### src/rtl/mem_ctrl_if.sv
// Data-bus bundle between the MEM-stage controller (master) and the data memory/bus (slave).
interface mem_ctrl_if;
    logic        bus_req_o;
    logic        bus_we_o;
    logic [31:0] bus_addr_o;
    logic [31:0] bus_wdata_o;
    logic [3:0]  bus_sel_o;
    logic        bus_err_o;
    logic        bus_ack_i;
    logic [31:0] bus_rdata_i;

    modport master (
        output bus_req_o, bus_we_o, bus_addr_o, bus_wdata_o, bus_sel_o, bus_err_o,
        input  bus_ack_i, bus_rdata_i
    );

    modport slave (
        input  bus_req_o, bus_we_o, bus_addr_o, bus_wdata_o, bus_sel_o, bus_err_o,
        output bus_ack_i, bus_rdata_i
    );
endinterface

### src/rtl/mem_ctrl.sv
// MEM-stage data-access controller: one registered bus transaction per request, stalls the pipe.
// Optional bus-wait abort enabled by defining MEM_CTRL_TIMEOUT_EN.
module mem_ctrl #(
    parameter int unsigned TIMEOUT_CYCLES = 255
) (
    input  logic        clk,
    input  logic        rst_n,
    input  logic        mem_req_i,
    input  logic        mem_we_i,
    input  logic [31:0] mem_addr_i,
    input  logic [31:0] mem_wdata_i,
    input  logic [3:0]  mem_sel_i,
    output logic [31:0] mem_rdata_o,
    output logic        stall_req_o,
    mem_ctrl_if.master  bus
);

    typedef enum logic [1:0] {StIdle, StBusy, StDone} state_e;

    state_e      state_q, state_d;
    logic        req_q, req_d;
    logic        we_q, we_d;
    logic [31:0] addr_q, addr_d;
    logic [31:0] wdata_q, wdata_d;
    logic [3:0]  sel_q, sel_d;
    logic [31:0] rdata_q, rdata_d;

`ifdef MEM_CTRL_TIMEOUT_EN
    localparam int unsigned CntW = (TIMEOUT_CYCLES > 1) ? $clog2(TIMEOUT_CYCLES) : 1;

    logic [CntW-1:0] cnt_q, cnt_d;
    logic            err_q, err_d;
`endif

    always_comb begin
        state_d = state_q;
        req_d   = req_q;
        we_d    = we_q;
        addr_d  = addr_q;
        wdata_d = wdata_q;
        sel_d   = sel_q;
        rdata_d = rdata_q;
`ifdef MEM_CTRL_TIMEOUT_EN
        cnt_d   = cnt_q;
        err_d   = 1'b0;
`endif
        case (state_q)
            StIdle: begin
                if (mem_req_i) begin
                    state_d = StBusy;
                    req_d   = 1'b1;
                    we_d    = mem_we_i;
                    addr_d  = mem_addr_i;
                    wdata_d = mem_wdata_i;
                    sel_d   = mem_sel_i;
`ifdef MEM_CTRL_TIMEOUT_EN
                    cnt_d   = '0;
`endif
                end
            end
            StBusy: begin
                // Ack wins over a timeout landing in the same cycle.
                if (bus.bus_ack_i) begin
                    state_d = StDone;
                    req_d   = 1'b0;
                    if (!we_q) begin
                        rdata_d = bus.bus_rdata_i;
                    end
`ifdef MEM_CTRL_TIMEOUT_EN
                end else if (cnt_q == CntW'(TIMEOUT_CYCLES - 1)) begin
                    state_d = StDone;
                    req_d   = 1'b0;
                    rdata_d = '0;
                    err_d   = 1'b1;
                end else begin
                    cnt_d = cnt_q + 1'b1;
`endif
                end
            end
            StDone: begin
                state_d = StIdle;
            end
            default: begin
                state_d = StIdle;
            end
        endcase
    end

    always_ff @(posedge clk or negedge rst_n) begin
        if (!rst_n) begin
            state_q <= StIdle;
            req_q   <= 1'b0;
            we_q    <= 1'b0;
            addr_q  <= '0;
            wdata_q <= '0;
            sel_q   <= '0;
            rdata_q <= '0;
        end else begin
            state_q <= state_d;
            req_q   <= req_d;
            we_q    <= we_d;
            addr_q  <= addr_d;
            wdata_q <= wdata_d;
            sel_q   <= sel_d;
            rdata_q <= rdata_d;
        end
    end

`ifdef MEM_CTRL_TIMEOUT_EN
    always_ff @(posedge clk or negedge rst_n) begin
        if (!rst_n) begin
            cnt_q <= '0;
            err_q <= 1'b0;
        end else begin
            cnt_q <= cnt_d;
            err_q <= err_d;
        end
    end

    assign bus.bus_err_o = err_q;
`else
    assign bus.bus_err_o = 1'b0;
`endif

    assign stall_req_o     = ((state_q == StIdle) && mem_req_i) || (state_q == StBusy);
    assign mem_rdata_o     = rdata_q;
    assign bus.bus_req_o   = req_q;
    assign bus.bus_we_o    = we_q;
    assign bus.bus_addr_o  = addr_q;
    assign bus.bus_wdata_o = wdata_q;
    assign bus.bus_sel_o   = sel_q;

endmodule
### src/flat_wrapper.sv
// flat-port wrapper written by rule: the top's interface ports become plain ports
module mem_ctrl_flat 
#(
    parameter int unsigned TIMEOUT_CYCLES = 255
)
  (clk, rst_n, mem_req_i, mem_we_i, mem_addr_i, mem_wdata_i, mem_sel_i, mem_rdata_o, stall_req_o, bus_bus_req_o, bus_bus_we_o, bus_bus_addr_o, bus_bus_wdata_o, bus_bus_sel_o, bus_bus_err_o, bus_bus_ack_i, bus_bus_rdata_i);
  mem_ctrl_if bus_i ();
  input  logic clk;
  input  logic rst_n;
  input  logic mem_req_i;
  input  logic mem_we_i;
  input  logic [31:0] mem_addr_i;
  input  logic [31:0] mem_wdata_i;
  input  logic [3:0] mem_sel_i;
  output logic [31:0] mem_rdata_o;
  output logic stall_req_o;
  output wire logic [$bits(bus_i.bus_req_o)-1:0] bus_bus_req_o;
  output wire logic [$bits(bus_i.bus_we_o)-1:0] bus_bus_we_o;
  output wire logic [$bits(bus_i.bus_addr_o)-1:0] bus_bus_addr_o;
  output wire logic [$bits(bus_i.bus_wdata_o)-1:0] bus_bus_wdata_o;
  output wire logic [$bits(bus_i.bus_sel_o)-1:0] bus_bus_sel_o;
  output wire logic [$bits(bus_i.bus_err_o)-1:0] bus_bus_err_o;
  input wire logic [$bits(bus_i.bus_ack_i)-1:0] bus_bus_ack_i;
  input wire logic [$bits(bus_i.bus_rdata_i)-1:0] bus_bus_rdata_i;
  assign bus_bus_req_o = bus_i.bus_req_o;
  assign bus_bus_we_o = bus_i.bus_we_o;
  assign bus_bus_addr_o = bus_i.bus_addr_o;
  assign bus_bus_wdata_o = bus_i.bus_wdata_o;
  assign bus_bus_sel_o = bus_i.bus_sel_o;
  assign bus_bus_err_o = bus_i.bus_err_o;
  assign bus_i.bus_ack_i = bus_bus_ack_i;
  assign bus_i.bus_rdata_i = bus_bus_rdata_i;
  mem_ctrl #(.TIMEOUT_CYCLES(TIMEOUT_CYCLES)) u_core (.clk(clk), .rst_n(rst_n), .mem_req_i(mem_req_i), .mem_we_i(mem_we_i), .mem_addr_i(mem_addr_i), .mem_wdata_i(mem_wdata_i), .mem_sel_i(mem_sel_i), .mem_rdata_o(mem_rdata_o), .stall_req_o(stall_req_o), .bus(bus_i));
endmodule
### config.mk
export PLATFORM = sky130hd
export DESIGN_NAME = mem_ctrl_flat
export DESIGN_NICKNAME = d
export VERILOG_FILES = /design/src/rtl/mem_ctrl_if.sv /design/src/rtl/mem_ctrl.sv /design/src/flat_wrapper.sv
export SDC_FILE = /design/constraint.sdc
export NUM_CORES = 1
export LEC_CHECK = 0
export ABC_AREA = 1
export BUFFER_PORTS_ARGS = -buffer_cell sky130_fd_sc_hd__buf_2
export CORE_ASPECT_RATIO = 1.2
export CORE_MARGIN = 10
export CORE_UTILIZATION = 41
export CTS_BUF_LIST = sky130_fd_sc_hd__clkbuf_16
export CTS_CLUSTER_DIAMETER = 40
export CTS_CLUSTER_SIZE = 24
export DETAILED_ROUTE_END_ITERATION = 7
export HOLD_SLACK_MARGIN = 0.15
export PLACE_DENSITY = 0.75
export RECOVER_POWER = 25
export SLEW_MARGIN = 20
export SYNTH_ARGS = -nofsm -noshare
export SYNTH_HDL_FRONTEND = slang
export SYNTH_SLANG_ARGS = --single-unit
### constraint.sdc
create_clock -name clk -period 1.02 [get_ports clk]
set_input_delay 0.204 -clock clk [delete_from_list [all_inputs] [get_ports clk]]
set_output_delay 0.204 -clock clk [all_outputs]
set_load 0.05 [all_outputs]
==> results.ini, run 1 <==
[run_status]
status=stopped before the end
haltStage=global routing (5_1_grt)
firstError=[ERROR GRT-0232] Routing congestion too high. Check the congestion heatmap in the GUI.

[clocking]
clock-root-buffer=clkbuf_16
cts_buffers=9
htree_levels=3
cts.sink_count=104
clockBufferDepth=2

[global_route]
overflow=267
grt_use_total_pct=76.8
grt_max_degree=70
antenna_found_initial=7

[die]
initial_core_util_pct=41.6
ios=209
die-height_um=130
rows=40
die_x_um=112

[placed_design]
gp_congestion=0.867
hpwl_um=9660
place_ws_ps=-205
io_buffers=207
dp_cells=770

[logic_synthesis]
synth.distinct_cells=13
synthTopCellsByCount=nand2_1 (206), dfrtp_1 (104), nand3_1 (101)
async_reset_ff_share_pct=100
synthesis.nets=559
avgSynthCellArea_um2=9.09
yosys-top-cells-area=dfrtp_1 (63%), nand2_1 (19%), nand3_1 (12%), buf_2 (2.5%), buf_6 (0.82%)
synthFlopType=dfrtp_1
synth-seq-cells=104
seq_area_frac_synth_pct=63.1
yosysTopAreaCell=dfrtp_1
synth_edf_count=0
netlist_instances=454
yosys.cell_count.top_type=nand2_1
netlist.area_leader.share_pct=63.1
syn-cell-area_um2=4130
synth_warnings=0

[sta]
endpoint_type=register input
worst_endpoint=u_core.bus.bus_addr_o[1]$_DFFE_PN0P_/D

[repair_timing]
item,in CTS
gates resized for setup,320
buffers inserted,74
pin swaps,20
hold buffers,99
hold endpoints to repair,202
cloned,17
endpoints found under the setup margin,206
[kinds of logic after synthesis]
logic type	synth area share (%)
other cells	0.0909
flops	63.1
simple gates	32.0
compound gates	0.121
buf+inv	4.73
[stage by stage]
step                cell area [um2]  hold slack (ps)
floorplan                      4180            -91.6
global placement               5440             94.1
detailed placement             5440             99.4
CTS                            8770              153
[layer usage]
layer / GRT usage [%] / overflow
met5: 15.3 / 0
met4: 87.7 / 100
met3: 64.1 / 1
met2: 94.2 / 165
met1: 71.1 / 1
==> inputs of run 2 (changes only) <==
--- a/config.mk
+++ b/config.mk
@@ -7,15 +7,10 @@
 export LEC_CHECK = 0
 export ABC_AREA = 1
 export BUFFER_PORTS_ARGS = -buffer_cell sky130_fd_sc_hd__buf_2
-export CORE_ASPECT_RATIO = 1.2
 export CORE_MARGIN = 10
-export CORE_UTILIZATION = 41
-export CTS_BUF_LIST = sky130_fd_sc_hd__clkbuf_16
-export CTS_CLUSTER_DIAMETER = 40
-export CTS_CLUSTER_SIZE = 24
+export CORE_UTILIZATION = 35
 export DETAILED_ROUTE_END_ITERATION = 7
-export HOLD_SLACK_MARGIN = 0.15
-export PLACE_DENSITY = 0.75
+export PLACE_DENSITY_LB_ADDON = 0.15
 export RECOVER_POWER = 25
 export SLEW_MARGIN = 20
 export SYNTH_ARGS = -nofsm -noshare
==> constraint.sdc (replaced) <==
create_clock -name clk -period 1.3 [get_ports clk]
set_input_delay 0.26 -clock clk [delete_from_list [all_inputs] [get_ports clk]]
set_output_delay 0.26 -clock clk [all_outputs]
set_load 0.05 [all_outputs]
==> run 2 against run 1 <==
The flow now finishes, with violations (negative setup slack). Area after synthesis did not move. Synthesized cell count unchanged.
==> results.ini, run 2 <==
[sta]
worst_slack_ps=-137
grt_setup_unrepaired=true
skew_ps=6.25
finalCriticalPeriod_ps=1440
finalHoldViolations=0
slew_viol_final=0
timing.fmax_ghz=0.696
slew_headroom_pct=53.3
setup_tns_ps=-137
setup_viol=1
tightest_slew_ps=700
final.period_utilization_pct=111

[worst_setup_path]
slowest_delay_ps=440
cp.depth=4
startpoint_type=flip-flop
critPathRequiredTime_ps=1040
critical-path-top-delay-family=flip-flops
critical_path_class=reg2out
crit_path_end_kind=primary output
path_max_fanout=2
cpMaxStageDelayCell=dfrtp_2
crit_chain=nor2_4 > nand2_4 > nand2_4 > buf_12
cp.arrival_ps=1180
reg2reg_depth=6
timing.critical_path.buf_inv=1
cpMostUsedCell=nand2_4

[final_layout]
antenna_cells=0
area_growth_pct=39.8
nFillCells=1131
drive_above_1_share_pct=37.3
layout_common_cells=nand2_1 (204), buf_2 (203), dfrtp_1 (102)
nets=763
final_common_cell=nand2_1

[logic_synthesis]
synth-seq-cells=104  ; unchanged
synthesis.nets=559  ; unchanged
yosysTopAreaCell=dfrtp_1  ; unchanged
synth_top_family_by_area=simple AND/OR/NAND/NOR gates  ; unchanged
async_reset_ff_share_pct=100  ; unchanged
synthAdderAreaFrac_pct=0  ; unchanged
synth-simple-area-share_pct=32.0  ; unchanged
yosys-top-cells-area=dfrtp_1 (63%), nand2_1 (19%), nand3_1 (12%), buf_2 (2.5%), buf_6 (0.82%)  ; unchanged
avgSynthCellArea_um2=9.09  ; unchanged
synth_compound_area_share_pct=0.121  ; unchanged
netlist.area_leader.share_pct=63.1  ; unchanged
synth_xor_area_share_pct=0  ; unchanged
synth.distinct_cells=13  ; unchanged
syn-cell-area_um2=4130  ; unchanged
synth.area.mux_share_pct=0  ; unchanged
synth_warnings=0  ; unchanged
yosys.cell_count.top_type=nand2_1  ; unchanged
seq_area_frac_synth_pct=63.1  ; unchanged
synthFlopType=dfrtp_1  ; unchanged
synthTopCellsByCount=nand2_1 (206), dfrtp_1 (104), nand3_1 (101)  ; unchanged
netlist_instances=454  ; unchanged
synth_edf_count=0  ; unchanged

[global_route]
grt_use_total_pct=15.0
antenna_found_initial=2
grt_max_degree=70
grt_pass1_wl_um=20100
overflow=0
grt_pass1_vias=3832

[clocking]
cts_tree=done
cts_buffers=9  ; unchanged
cts.sink_count=104  ; unchanged
clk_latency_ps=340
clock-root-buffer=clkbuf_16  ; unchanged
htree_levels=3  ; unchanged
clkSlewWorstSetupHoldPaths_ps=70
clockBufferDepth=2  ; unchanged

[run_status]
status=complete, but fails checks  ; was stopped before the end
violations=negative setup slack

[routing]
drt_pass1_iterations=4
antenna_left=0
vias=3820
wire_per_inst_um=16.9
viasPerCell=4.74
drc=0
drt-initial-drc-count=236
finalWirelength_um=13600

[die]
initial_core_util_pct=36.0  ; was 41.6%
die-height_um=129  ; was 130 um
ios=209  ; unchanged
die_area_um2=16500
rows=39  ; was 40
core_um2=11500
die_x_um=129  ; was 112 um

[placed_design]
gp_congestion=0.755  ; was 0.867
io_buffers=207  ; unchanged
hpwl_um=9110  ; was 9660 um
place_ws_ps=101  ; was -205 ps

[power]
peakVddDrop_v=0.00148
leakage_nw=3.34
powerDensity_nw_per_um2=3030

[flow_run]
drv_cap=0

[hold_path]
whs_path_depth=3
min_path_type=in2reg

==> run 2: cell counts after synthesis <==
No cell type changed its count.
==> run 2: timing repair <==
action	in CTS	in global routing
gates resized for setup	2	7
hold endpoints to repair	104	0
buffers inserted	2	1
hold buffers	1	0
endpoints found under the setup margin	1	60
pin swaps	4	3
gates cloned	0	4
==> run 2: logic make-up (layout without fill, tap and decap cells) <==
logic type,Yosys count,count (layout)
other cells,1,1
buf+inv,36,245
compound gates,1,1
flops,104,104
simple gates,312,312
==> run 2: area by class of cell <==
| type | instances | area, um2 | area share [%] |
|---|---|---|---|
| sequential | 104 | 2610 | 45.1 |
| multi-input combinational | 314 | 1340 | 23.3 |
| timing repair buffer | 225 | 1330 | 23.0 |
| clock buffer | 14 | 264 | 4.58 |
| tap | 143 | 179 | 3.10 |
| clock inverter | 2 | 37.5 | 0.650 |
| inverter | 4 | 15.0 | 0.260 |
==> run 2: layer usage <==
metal | global-route usage, % | up-vias | share of wire [%]
met4 | 4.91 | 2 | 1.0
met3 | 7.47 | 11 | 11
met5 | 0 | - | 0.096
met1 | 19.4 | 1793 | 42
met2 | 21.6 | 166 | 46
li1 | - | 1848 | -
==> run 2: report_power, final <==
group / leakage, nW / internal (mW) / switching [mW]
Combinational: 1.92 / 2.12 / 7.29
Clock: 0.143 / 1.60 / 1.13
Sequential: 1.28 / 4.61 / 0.732
==> run 2: final timing paths <==
check | startpoint | endpoint | slack, ps
setup / recovery | u_core.state_q[1] | stall_req_o | -140
hold / removal | mem_wdata_i[14] | u_core.bus.bus_wdata_o[14] | 150
setup reg to reg | u_core.state_q[1] | u_core.bus.bus_wdata_o[21] | 50
hold reg to reg | u_core.bus.bus_addr_o[12] | u_core.bus.bus_addr_o[12] | 460
max in group asynchronous | rst_n | u_core.state_q[1] | 170
min in group asynchronous | rst_n | u_core.mem_rdata_o[1] | 610
==> run 2: tightest hold or removal path, stage by stage <==
cell	delay [ps]
buf_2	70
nand3_1	60
nand2_1	60
==> run 2: through the flow <==
step,utilization [%],hold WS (ps),power [mW],instances,instance area [um2]
floorplan,-,-35.6,12.1,454,4140
global placement,46.7,283,14.5,782,5350
detailed placement,46.7,288,14.6,782,5350
CTS,49.5,133,17.4,801,5680
global route,50.3,135,18.5,806,5770
finish,50.3,146,17.5,806,5770
Note: power is estimated with default switching activity, not from simulation.
==> inputs of run 3 (changes only) <==
--- a/config.mk
+++ b/config.mk
@@ -10,7 +10,7 @@
 export CORE_MARGIN = 10
 export CORE_UTILIZATION = 35
 export DETAILED_ROUTE_END_ITERATION = 7
-export PLACE_DENSITY_LB_ADDON = 0.15
+export PLACE_DENSITY = 0.66
 export RECOVER_POWER = 25
 export SLEW_MARGIN = 20
 export SYNTH_ARGS = -nofsm -noshare
==> run 3 against run 2 <==
The run still ends with negative setup slack left. Maximum frequency increased by 0.34%. First-iteration DRC count rose by 19%. Power grew 2.1%. Core utilization up 1.9 points. Non-clock buffer count increased by 8. Sequential power about the same. Final cell count up 0.99%. Critical path type unchanged. Largest cell class unchanged.
==> results.ini, run 3 (synthesis results as in run 2) <==
[run_status]
status=complete, but fails checks  ; unchanged
violations=negative setup slack  ; unchanged

[final_layout]
fin_cells=814  ; was 806
multi_input_area_um2=1360  ; was 1340 um2
layout_common_cells=nand2_1 (203), buf_2 (203), dfrtp_1 (102)  ; was nand2_1 (204), buf_2 (203), dfrtp_1 (102)
area_growth_pct=45.1  ; was 39.8%
antenna_cells=0  ; unchanged
drive_above_1_share_pct=38.5  ; was 37.3%
nFillCells=1042  ; was 1131
nets=771  ; was 763
register_area_um2=2610  ; unchanged

[power]
peakVddDrop_v=0.00155  ; was 0.00148 V
power_mw=17.9  ; was 17.5 mW
leakage_nw=3.45  ; was 3.34 nW
powerDensity_nw_per_um2=2980  ; was 3030 nW/um2

[sta]
skew_ps=7.63  ; was 6.25 ps
tightest_slew_ps=573  ; was 700 ps
setup_viol=33  ; was 1
grt_setup_unrepaired=true  ; unchanged
timing.fmax_ghz=0.698  ; was 0.696 GHz
holdWs_ps=140  ; was 146 ps
slew_viol_final=0  ; unchanged
slew_headroom_pct=61.8  ; was 53.3%
worst_slack_ps=-132  ; was -137 ps
finalCriticalPeriod_ps=1430  ; was 1440 ps
final.period_utilization_pct=110  ; was 111%
finalHoldViolations=0  ; unchanged
setup_tns_ps=-1740  ; was -137 ps

[worst_setup_path]
crit_path_start=u_core.state_q[1]  ; unchanged
critPathRequiredTime_ps=1040  ; about the same
cpMostUsedCell=nand2_4  ; unchanged
reg2reg_depth=8  ; was 6
r2r_setup_slack_ps=-80  ; was 50 ps
slowest_delay_ps=440  ; about the same
timing.rr.start=u_core.state_q[1]  ; unchanged
timing.critical_path.buf_inv=1  ; unchanged
critical_path_class=reg2out  ; unchanged
crit_path_end_kind=primary output  ; unchanged
crit_chain=nor2_4 > nand2_4 > nand2_4 > buf_12  ; unchanged
cpMaxStageDelayCell=dfrtp_2  ; unchanged
r2r-end=u_core.mem_rdata_o[2]  ; was u_core.bus.bus_wdata_o[21]
critical-path-top-delay-family=flip-flops  ; unchanged
startpoint_type=flip-flop  ; unchanged
cp.arrival_ps=1170  ; was 1180 ps
path_max_fanout=2  ; unchanged

[hold_path]
min_from=bus_bus_ack_i  ; was mem_wdata_i[14]
hold_end=u_core.state_q[0]  ; was u_core.bus.bus_wdata_o[14]
whs_path_depth=2  ; was 3
min_path_type=in2reg  ; unchanged

[routing]
drc=0  ; unchanged
viasPerCell=4.76  ; was 4.74
finalWirelength_um=13700  ; was 13600 um
antenna_left=0  ; unchanged
drt-initial-drc-count=282  ; was 236
vias=3877  ; was 3820
wire_per_inst_um=16.8  ; was 16.9 um
drt_pass1_iterations=5  ; was 4

[die]
initial_core_util_pct=36.0  ; unchanged
die_area_um2=16500  ; unchanged
core_um2=11500  ; unchanged
ios=209  ; unchanged
die_x_um=129  ; unchanged
rows=39  ; unchanged
die-height_um=129  ; unchanged

[placed_design]
hpwl_um=9350  ; was 9110 um
dp_cells=785  ; was 782
place_ws_ps=30.6  ; was 101 ps
gp_congestion=0.791  ; was 0.755
io_buffers=207  ; unchanged

[global_route]
grt_pass1_wl_um=20300  ; was 20100 um
grt_use_total_pct=14.9  ; was 15.0%
overflow=0  ; unchanged
grt_pass1_vias=3943  ; was 3832
antenna_found_initial=0  ; was 2
grt_max_degree=70  ; unchanged

[clocking]
clk_latency_ps=330  ; was 340 ps
cts_tree=done  ; unchanged
clkSlewWorstSetupHoldPaths_ps=70  ; about the same
htree_levels=3  ; unchanged
cts.sink_count=104  ; unchanged
clockBufferDepth=2  ; unchanged
clock-root-buffer=clkbuf_16  ; unchanged
cts_buffers=9  ; unchanged

[flow_run]
drv_cap=0  ; unchanged

-- run 3: changes by cell type in the layout (fill, tap and decap cells not counted), moves of 2 or more --
cell,change
buf_12,+6
clkbuf_16,+4
buf_8,+3
buf_16,-2
buf_4,-2
clkbuf_1,-2
-- run 3: how the worst max path moves through the flow --
stage / slack [ps] / endpoint / cells after the start
2_1_floorplan: 20 / stall_req_o / 4
4_1_cts: -150 / stall_req_o / 4
6_report: -130 / stall_req_o / 4
3_5_place_dp: 30 / u_core.bus.bus_wdata_o[22] / 5
3_3_place_gp: 100 / u_core.bus.bus_addr_o[7] / 5
5_1_grt: -180 / stall_req_o / 4
-- run 3: metrics by stage --
stage               util [%]  instance area [um2]
finish                  52.2                 5990
global route            52.2                 5990
CTS                     50.1                 5740
detailed placement      47.0                 5390
global placement        47.0                 5390
floorplan                  -                 4140
-- run 3: area by class of cell --
class,instances,share of cell area (%)
Clock buffer,14,4.58
Clock inverter,2,0.627
Inverter,4,0.251
Multi-Input combinational cell,314,22.7
Sequential cell,104,43.5
Tap cell,143,2.99
Timing Repair Buffer,233,25.3
-- run 3: report_power, final --
part           total, mW  internal (mW)  switching [mW]  leakage, nW
registers           5.38           4.62           0.760         1.28
clock network       2.78           1.65            1.13        0.149
logic               9.69           2.36            7.33         2.02
-- run 3: what timing repair did --
action	4_1_cts	5_1_grt
gates cloned	0	8
setup endpoints to repair	2	65
endpoints found under the hold margin	20	0
resized for setup	5	16
setup buffers	3	3
hold buffers	1	0
pin swaps	2	3
-- run 3: per-layer routing --
layer / wire (um) / GRT usage [%] / vias up
met5: 0 / 0 / -
met4: 124 / 4.78 / 0
met3: 1390 / 6.00 / 9
met2: 6570 / 23.8 / 182
met1: 5580 / 18.0 / 1821
li1: - / - / 1865
==> inputs of run 4 (changes only) <==
--- a/config.mk
+++ b/config.mk
@@ -10,6 +10,7 @@
 export CORE_MARGIN = 10
 export CORE_UTILIZATION = 35
 export DETAILED_ROUTE_END_ITERATION = 7
+export GPL_TIMING_DRIVEN = 0
 export PLACE_DENSITY = 0.66
 export RECOVER_POWER = 25
 export SLEW_MARGIN = 20
==> constraint.sdc (replaced) <==
create_clock -name clk -period 1.4 [get_ports clk]
set_input_delay 0.28 -clock clk [delete_from_list [all_inputs] [get_ports clk]]
set_output_delay 0.28 -clock clk [all_outputs]
set_load 0.05 [all_outputs]
==> run 4 against run 3 <==
The run still ends with negative setup slack left. First-iteration DRC count decreased by 1.8%. Via count up 0.95%. Power shrank 9.4%. Final cell count grew 1.2%. Count of clock-buffer cells in the layout shrank 2. Setup slack got worse by 5.2 ps. Wire length shrank 4.0%. Combinational power down 12%. Register-to-register slack improved by 160 ps. Largest power group unchanged.
==> results.ini, run 4 (synthesis results as in run 2) <==
[power]
power_frac_seq_pct=30.6  ; was 30.1%
peakVddDrop_v=0.00167  ; was 0.00155 V
switching_share_pct=52.0  ; was 51.7%
power_mw=16.2  ; was 17.9 mW
powerDensity_nw_per_um2=2800  ; was 2980 nW/um2
p_int_mw=7.77  ; was 8.63 mW
pwr-share-clk_pct=16.6  ; was 15.6%
combPwrFrac_pct=52.8  ; was 54.3%
leakage_nw=3.38  ; was 3.45 nW
p_sw_mw=8.41  ; was 9.22 mW

[die]
initial_core_util_pct=36.0  ; unchanged
die_area_um2=16500  ; unchanged
rows=39  ; unchanged
die-height_um=129  ; unchanged
die_x_um=129  ; unchanged
ios=209  ; unchanged
core_um2=11500  ; unchanged

[routing]
vias=3914  ; was 3877
antenna_left=0  ; unchanged
finalWirelength_um=13100  ; was 13700 um
viasPerCell=4.75  ; was 4.76
wire_per_inst_um=15.9  ; was 16.8 um
drt-initial-drc-count=277  ; was 282
drt_pass1_iterations=5  ; unchanged
drc=0  ; unchanged

[worst_setup_path]
slowest_delay_ps=410  ; was 440 ps
cp.arrival_ps=1260  ; was 1170 ps
crit_chain=buf_4 > nor2_4 > inv_2 > nand2_4 > buf_8  ; was nor2_4 > nand2_4 > nand2_4 > buf_12
reg2reg_depth=7  ; was 8
r2r-end=u_core.mem_rdata_o[26]  ; was u_core.mem_rdata_o[2]
r2r_setup_slack_ps=80  ; was -80 ps
timing.rr.start=u_core.state_q[1]  ; unchanged
critical_path_class=reg2out  ; unchanged
startpoint_type=flip-flop  ; unchanged
critPathRequiredTime_ps=1120  ; was 1040 ps
cpMaxStageDelayCell=dfrtp_1  ; was dfrtp_2
crit_path_end_kind=primary output  ; unchanged
path_max_fanout=2  ; unchanged

[clocking]
clk_latency_ps=340  ; was 330 ps
clockBufferDepth=2  ; unchanged
clock-root-buffer=clkbuf_16  ; unchanged
cts_tree=done  ; unchanged
htree_levels=3  ; unchanged
cts_buffers=9  ; unchanged
cts.sink_count=104  ; unchanged
clkSlewWorstSetupHoldPaths_ps=70  ; about the same

[sta]
timing.fmax_ghz=0.651
setup_viol=1  ; was 33
finalCriticalPeriod_ps=1540
tightest_slew_ps=715  ; was 573 ps
finalHoldViolations=0  ; unchanged
grt_setup_unrepaired=true  ; unchanged
worst_slack_ps=-137  ; was -132 ps
slew_headroom_pct=52.3  ; was 61.8%
skew_ps=3.23  ; was 7.63 ps
slew_viol_final=0  ; unchanged
holdWs_ps=165  ; was 140 ps
final.period_utilization_pct=110
setup_tns_ps=-137  ; was -1740 ps

[hold_path]
min_path_type=in2reg  ; unchanged
whs_path_depth=3  ; was 2
min_from=mem_wdata_i[24]  ; was bus_bus_ack_i
hold_end=u_core.bus.bus_wdata_o[24]  ; was u_core.state_q[0]

[global_route]
grt_use_total_pct=15.6  ; was 14.9%
grt_pass1_vias=4043  ; was 3943
overflow=0  ; unchanged
grt_max_degree=56  ; was 70
grt_pass1_wl_um=20800  ; was 20300 um
antenna_found_initial=0  ; unchanged

[placed_design]
dp_cells=804  ; was 785
io_buffers=206  ; was 207
gp_congestion=0.851  ; was 0.791
hpwl_um=10200  ; was 9350 um
post_dp_cell_area_um2=5370  ; was 5390 um2

[final_layout]
layout_common_cells=buf_2 (219), nand2_1 (205), dfrtp_1 (104)  ; was nand2_1 (203), buf_2 (203), dfrtp_1 (102)
final_common_cell=buf_2
fin_cells=824  ; was 814
antenna_cells=0  ; unchanged
drive_above_1_share_pct=38.0  ; was 38.5%
area_growth_pct=39.8  ; was 45.1%
nets=782  ; was 771
finalInstanceArea_um2=5770  ; was 5990 um2

[run_status]
status=complete, but fails checks  ; unchanged
violations=negative setup slack  ; unchanged

[flow_run]
drv_cap=0  ; unchanged

-- run 4: cell type report --
type / count / area [um2]
clock buffers: 12 / 256
multi-input cells: 314 / 1340
clock inverters: 3 / 65.1
fillers: 1111 / 5700
repair buffers: 214 / 1130
plain buffers: 30 / 184
inverters: 4 / 15.0
well taps: 143 / 179
flip-flops and latches: 104 / 2600
-- run 4: how the worst max path moves through the flow --
stage	endpoint	depth (start not counted)	start	slack [ps]
finish	stall_req_o	5	u_core.state_q[1]	-140
global route	stall_req_o	5	u_core.state_q[1]	-200
CTS	stall_req_o	5	u_core.state_q[0]	-210
detailed placement	stall_req_o	5	u_core.state_q[1]	-390
global placement	u_core.bus.bus_wdata_o[22]	1	rst_n	-1040
floorplan	stall_req_o	4	u_core.state_q[1]	40
-- run 4: metal layers --
metal	share of wire, %	track usage, %	vias up	routed length, um
li1	-	-	1890	-
met1	41	18.8	1846	5360
met2	47	25.0	161	6170
met3	10	6.08	17	1340
met4	1.9	5.44	0	244
met5	0	0	-	0
-- run 4: through the flow --
step                      utilization, %  setup WS [ps]
final                               50.3           -137
after global routing                50.3           -201
after CTS                           50.3           -208
after detailed placement            46.9           -386
after global placement              46.6          -1040
after floorplan                        -           42.5
-- run 4: critical path: cells and delay by family, from the launching register on --
kind	cells	cell delay [ps]
buf+inv	3	350
simple gates	2	160
flops	1	410
-- run 4: timing repair --
item / CTS / global route
buffers inserted: 5 / 1
pin swaps: 3 / 1
hold buffers: 1 / 0
resized for setup: 7 / 8
setup endpoints to repair: 68 / 3
hold endpoints to repair: 49 / 0
-- run 4: power groups by stage --
stage               combinational [mW]  clock [mW]  sequential (mW)
finish                            8.54        2.69             4.95
global placement                  8.42           0             4.94
detailed placement                8.53           0             4.99
global route                      9.14        2.89             5.10
CTS                               8.65        2.77             4.96
floorplan                         1.71           0             9.47
